==> config.mk <==
export PLATFORM = sky130hd
export DESIGN_NAME = fir_out_fifo_flat
export DESIGN_NICKNAME = d
export VERILOG_FILES = /design/src/rtl/fir_out_fifo_if.sv /design/src/rtl/fir_out_fifo.sv /design/src/flat_wrapper.sv
export SDC_FILE = /design/constraint.sdc
export NUM_CORES = 1
export LEC_CHECK = 0
export BUFFER_PORTS_ARGS = -buffer_cell sky130_fd_sc_hd__buf_2
export CORE_MARGIN = 2
export CORE_UTILIZATION = 53
export CTS_CLUSTER_DIAMETER = 120
export DETAILED_ROUTE_END_ITERATION = 10
export PLACE_DENSITY = 0.75
export SLEW_MARGIN = 25
export SYNTH_ARGS = -nofsm -noshare
export SYNTH_HDL_FRONTEND = slang
export SYNTH_SLANG_ARGS = --single-unit
==> constraint.sdc <==
create_clock -name CLK -period 2.3 [get_ports CLK]
set_input_delay 0.46 -clock CLK [delete_from_list [all_inputs] [get_ports CLK]]
set_output_delay 0.46 -clock CLK [all_outputs]
set_load 0.01 [all_outputs]
==> src/rtl/fir_out_fifo_if.sv <==
// Sample/handshake bundle between the FIR output FIFO and its neighbours.
// The filter writes DIN/VIN, the consumer reads DOUT/VOUT and drives READY.
interface fir_out_fifo_if #(
  parameter int DW    = 9,
  parameter int DEPTH = 8
);
  localparam int AW = $clog2(DEPTH);

  logic [DW-1:0] DIN;
  logic          VIN;
  logic [DW-1:0] DOUT;
  logic          VOUT;
  logic          READY;
  logic [AW:0]   COUNT;
  logic          FULL;
  logic          EMPTY;
  logic          OVF;

  modport master (
    output DIN, VIN, READY,
    input  DOUT, VOUT, COUNT, FULL, EMPTY, OVF
  );

  modport slave (
    input  DIN, VIN, READY,
    output DOUT, VOUT, COUNT, FULL, EMPTY, OVF
  );
endinterface

==> src/rtl/fir_out_fifo.sv <==
// Show-ahead output FIFO behind the FIR filter, with sticky overflow flag.
// Optional synchronous flush input CLR is enabled by defining FIFO_CLR_EN.
module fir_out_fifo #(
  parameter int DW    = 9,
  parameter int DEPTH = 8
) (
  input  logic CLK,
  input  logic RST,
`ifdef FIFO_CLR_EN
  input  logic CLR,
`endif
  fir_out_fifo_if.slave io
);
  localparam int          AW       = $clog2(DEPTH);
  localparam logic [AW:0] FULL_CNT = (AW+1)'(DEPTH);

  logic [DW-1:0] mem_q [DEPTH];
  logic [AW-1:0] wr_ptr_q, wr_ptr_d;
  logic [AW-1:0] rd_ptr_q, rd_ptr_d;
  logic [AW:0]   count_q, count_d;
  logic          ovf_q, ovf_d;
  logic          empty, full, push, pop, flush, mem_we;

`ifdef FIFO_CLR_EN
  assign flush = CLR;
`else
  assign flush = 1'b0;
`endif

  always_comb begin
    empty    = (count_q == '0);
    full     = (count_q == FULL_CNT);
    pop      = !empty && io.READY;
    // A full FIFO still accepts a sample when the head leaves in the same cycle.
    push     = io.VIN && (!full || pop);
    mem_we   = push && !flush;
    wr_ptr_d = wr_ptr_q;
    rd_ptr_d = rd_ptr_q;
    count_d  = count_q;
    ovf_d    = ovf_q;
    if (flush) begin
      wr_ptr_d = '0;
      rd_ptr_d = '0;
      count_d  = '0;
      ovf_d    = 1'b0;
    end else begin
      if (push) wr_ptr_d = wr_ptr_q + 1'b1;
      if (pop)  rd_ptr_d = rd_ptr_q + 1'b1;
      case ({push, pop})
        2'b10:   count_d = count_q + 1'b1;
        2'b01:   count_d = count_q - 1'b1;
        default: count_d = count_q;
      endcase
      if (io.VIN && !push) ovf_d = 1'b1;
    end
  end

  always_ff @(posedge CLK) begin
    if (RST) begin
      wr_ptr_q <= '0;
      rd_ptr_q <= '0;
      count_q  <= '0;
      ovf_q    <= 1'b0;
    end else begin
      wr_ptr_q <= wr_ptr_d;
      rd_ptr_q <= rd_ptr_d;
      count_q  <= count_d;
      ovf_q    <= ovf_d;
    end
  end

  // Storage is deliberately not reset; stale entries are masked by COUNT.
  always_ff @(posedge CLK) begin
    if (mem_we) mem_q[wr_ptr_q] <= io.DIN;
  end

  assign io.COUNT = count_q;
  assign io.FULL  = full;
  assign io.EMPTY = empty;
  assign io.OVF   = ovf_q;
  assign io.VOUT  = !empty;
  assign io.DOUT  = empty ? '0 : mem_q[rd_ptr_q];
endmodule

==> src/flat_wrapper.sv <==
// flat-port wrapper written by rule: the top's interface ports become plain ports
module fir_out_fifo_flat 
#(
  parameter int DW    = 9,
  parameter int DEPTH = 8
)
  (CLK, RST, io_DIN, io_VIN, io_READY, io_DOUT, io_VOUT, io_COUNT, io_FULL, io_EMPTY, io_OVF);
  fir_out_fifo_if #(.DW(DW), .DEPTH(DEPTH)) io_i ();
  input  logic CLK;
  input  logic RST;
  input wire logic [$bits(io_i.DIN)-1:0] io_DIN;
  input wire logic [$bits(io_i.VIN)-1:0] io_VIN;
  input wire logic [$bits(io_i.READY)-1:0] io_READY;
  output wire logic [$bits(io_i.DOUT)-1:0] io_DOUT;
  output wire logic [$bits(io_i.VOUT)-1:0] io_VOUT;
  output wire logic [$bits(io_i.COUNT)-1:0] io_COUNT;
  output wire logic [$bits(io_i.FULL)-1:0] io_FULL;
  output wire logic [$bits(io_i.EMPTY)-1:0] io_EMPTY;
  output wire logic [$bits(io_i.OVF)-1:0] io_OVF;
  assign io_i.DIN = io_DIN;
  assign io_i.VIN = io_VIN;
  assign io_i.READY = io_READY;
  assign io_DOUT = io_i.DOUT;
  assign io_VOUT = io_i.VOUT;
  assign io_COUNT = io_i.COUNT;
  assign io_FULL = io_i.FULL;
  assign io_EMPTY = io_i.EMPTY;
  assign io_OVF = io_i.OVF;
  fir_out_fifo #(.DW(DW), .DEPTH(DEPTH)) u_core (.CLK(CLK), .RST(RST), .io(io_i));
endmodule
==> flow_summary_export.csv <==
group,metric,value,unit
clock_tree,clk_pin_slew,70,ps
synthesis,syn_avg_cell_area,17.4,um^2
placed_design,dp_hpwl,3.77,mm
synthesis,async_flop_share,0,%
grt,grt_pass1_vias,1821,
route,post-route-drc-count,0,
min_path,worstHoldPathCells,1,
sta,final_hold_viol_count,0,
min_path,hp-class,"in -> reg",
die,start_util,55.0,%
cells_and_area,antenna_cells,0,
worst_setup_path,crit_type,"reg -> out",
synthesis,yosysSeqAreaShare,69.5,%
worst_setup_path,critPathCaptureType,"primary output",
synthesis,yosys.area.top_type,"edfxtp_1",
clock_tree,postCtsSetupBuffers,0,
pwr,power.leakage,1.39,nW
pwr,peakVddDrop,0.000847,V
cells_and_area,layout-drive-gt1-share,34.4,%
synthesis,syn-cell-area,3510,um^2
cells_and_area,synthToLayoutAreaGrowth,14.6,%
sta,slew-limit-headroom,30.7,%
synthesis,synth_cells,202,
grt,grt_antenna_before_repair,0,
worst_setup_path,arrival,1740,ps
synthesis,ys_ff_latch,86,
pwr,pwr-share-clk,20.1,%
sta,finalClockSkew,4.78,ps
die,rows,29,
min_path,whs_endpoint,"u_core.mem_q[3][2]",
worst_setup_path,crit_chain,"or4_1 > buf_4 > clkinv_2 > nor2_1 > buf_2",
min_path,hold_start,"io_DIN[2]",
route,drtAntennaViolNets,0,
grt,grt_pass1_wl,9.30,mm
synthesis,yosys_warnings,0,
cells_and_area,post-route-util,63.0,%
clock_tree,clock_sinks,86,
pwr,sw_frac_of_total,31.0,%
placed_design,placed_area,3840,um^2
pwr,switching_power,1.32,mW
sta,fmax,0.455,GHz
synthesis,ys.flop_type,"edfxtp_1",
cells_and_area,finalNetCount,268,
run,cap_violations,0,
clock_tree,cts_root_buf,"clkbuf_8",
synthesis,synth_top_area_share,61.6,%
route,postRouteWirelength,5.93,mm
grt,grtUsageTotal,17.7,%
worst_setup_path,rr_startpoint,"u_core.io.COUNT[3]",
grt,grt_max_degree,19,
sta,whs,384,ps
status,status,"completed",
route,vias_per_cell,5.64,
worst_setup_path,ff2ff_setup_slack,110,ps
worst_setup_path,critPathRequiredTime,1840,ps
worst_setup_path,crit_path_start_kind,"flip-flop",
worst_setup_path,cp_slowest_cell,"or4_1",
sta,min_period_over_period,95.5,%
clock_tree,h-tree-depth,3,
pwr,p_int,2.94,mW
sta,rsz0062_at_grt,"true",
worst_setup_path,crit_fanout,10,
route,wl_per_cell,18.0,um
route,num_vias,1862,
clock_tree,cts-buffers-inserted,9,
worst_setup_path,reg2reg_to,"u_core.io.COUNT[3]",
grt,globalRouteOverflowTotal,0,
cells_and_area,fillers,446,
synthesis,yosys-top-cells-area,"edfxtp_1, mux4_2, dfxtp_1",
clock_tree,clock_latency,340,ps
clock_tree,tritoncts,"built",
pwr,power.share.sequential,44.4,%
synthesis,synth.most_common_cell,"edfxtp_1",
placed_design,place_congestion,0.844,
pwr,total_power,4.26,mW
route,first_pass_iters,4,
clock_tree,cts_hold_buffers,0,
route,drtIter0Drc,158,
synthesis,synth_edf_count,72,
sta,period_needed,2200,ps
die,die_h,85.4,um
worst_setup_path,ff2ff_path_depth,9,
die,die_w,85.4,um
sta,worst_pin_slew,1040,ps
placed_design,io_buffers,29,
sta,slew_violations,0,
pwr,power_per_cell_area,1060,nW/um^2
clock_tree,clockBufferDepth,2,
synthesis,syn_nets,220,
synthesis,synth_common_cells,"edfxtp_1, nor2_1, mux4_2",
cells_and_area,final_area,4030,um^2
synthesis,ys_types,38,
worst_setup_path,slowest_delay,550,ps
pwr,p_comb_share,35.6,%
sta,finalSetupViolCount,0,
die,die_area,7290,um^2
die,core,6390,um^2
die,io_pins,30,
## worst max-delay path by stage
| stage | endpoint | startpoint | cells past startpoint | slack, ps |
|---|---|---|---|---|
| final | io_DOUT[3] | u_core.io.COUNT[3] | 5 | 100 |
| after floorplan | u_core.io.COUNT[3] | u_core.io.COUNT[3] | 10 | 50 |
| after CTS | io_DOUT[3] | u_core.io.COUNT[3] | 5 | 20 |
| after global placement | u_core.io.COUNT[3] | u_core.io.COUNT[3] | 9 | 180 |
| after detailed placement | u_core.io.COUNT[3] | u_core.io.COUNT[3] | 9 | 110 |
| after global routing | io_DOUT[5] | flip-flop | 5 | -20 |
## through the flow
| step | TNS [ps] | std cells | setup slack, ps |
|---|---|---|---|
| after global placement | 0 | 315 | 184 |
| after global routing | -21.9 | 330 | -21.9 |
| after floorplan | 0 | 202 | 48.7 |
| final | 0 | 330 | 105 |
| after detailed placement | 0 | 315 | 106 |
| after CTS | 0 | 329 | 18.5 |
## state kept, by name (all words and copies together) (netlist names), named ones only
signal / cells
u_core.wr_ptr_q: 3
u_core.io.OVF: 1
u_core.rd_ptr_q: 3
u_core.mem_q: 72
u_core.io.COUNT: 4
## metal layers
layer,routed length (um),global-route usage [%]
met5,0,0
met4,55,6.06
met3,261,4.57
met2,3080,29.8
met1,2530,22.5
## cell families (layout without fill, tap and decap cells)
family | Yosys count | count (layout) | synth area share [%]
XOR/XNOR | 7 | 7 | 1.75
AND/OR/NAND/NOR | 49 | 49 | 6.84
multiplexers | 30 | 30 | 15.0
flip-flops | 86 | 86 | 69.5
buffers and inverters | 14 | 65 | 2.14
AO/OA/AOI/OAI | 11 | 11 | 2.78
adder cells (fa/ha/maj) | 5 | 5 | 2.00
## power groups by stage
| stage | logic, mW | registers, mW | clock network, mW |
|---|---|---|---|
| after floorplan | 0.991 | 1.93 | 0 |
| after global placement | 1.48 | 1.91 | 0 |
| after global routing | 1.66 | 1.91 | 0.941 |
| final | 1.51 | 1.89 | 0.855 |
| after detailed placement | 1.49 | 1.91 | 0 |
| after CTS | 1.49 | 1.87 | 0.878 |
## area by class of cell
class	instances	area, um^2	area share (%)
inverters	5	20.0	0.497
multi-input cells	102	1000	25.0
clock buffers	10	128	3.17
repair buffers	46	303	7.52
clock inverters	4	26.3	0.653
well taps	77	96.3	2.39
flip-flops and latches	86	2450	60.8
## cells in the final DEF (no fill, tap or decap), types with 2 or more instances in the layout
cell / instances
nor3_1: 5
xnor2_1: 3
nand3_1: 4
clkbuf_8: 9
inv_1: 4
a21oi_1: 2
dfxtp_1: 12
mux4_2: 18
buf_4: 15
ha_1: 4
nand2_1: 3
nand2b_1: 3
edfxtp_1: 72
buf_2: 29
clkinv_2: 3
mux2i_1: 12
xor2_1: 4
nor2_1: 24
o211ai_1: 2
## critical path, delay by kind of cell, from the launching register on
kind                   cells  cell delay, ps
buffers and inverters      3             460
DFF                        1             310
and+or+nand+nor            2             630
## timing repair
action	CTS	global route
gates resized for setup	0	5
setup endpoints to repair	0	10
hold endpoints to repair	0	0
No activity file was read; power rests on OpenSTA's default activity.
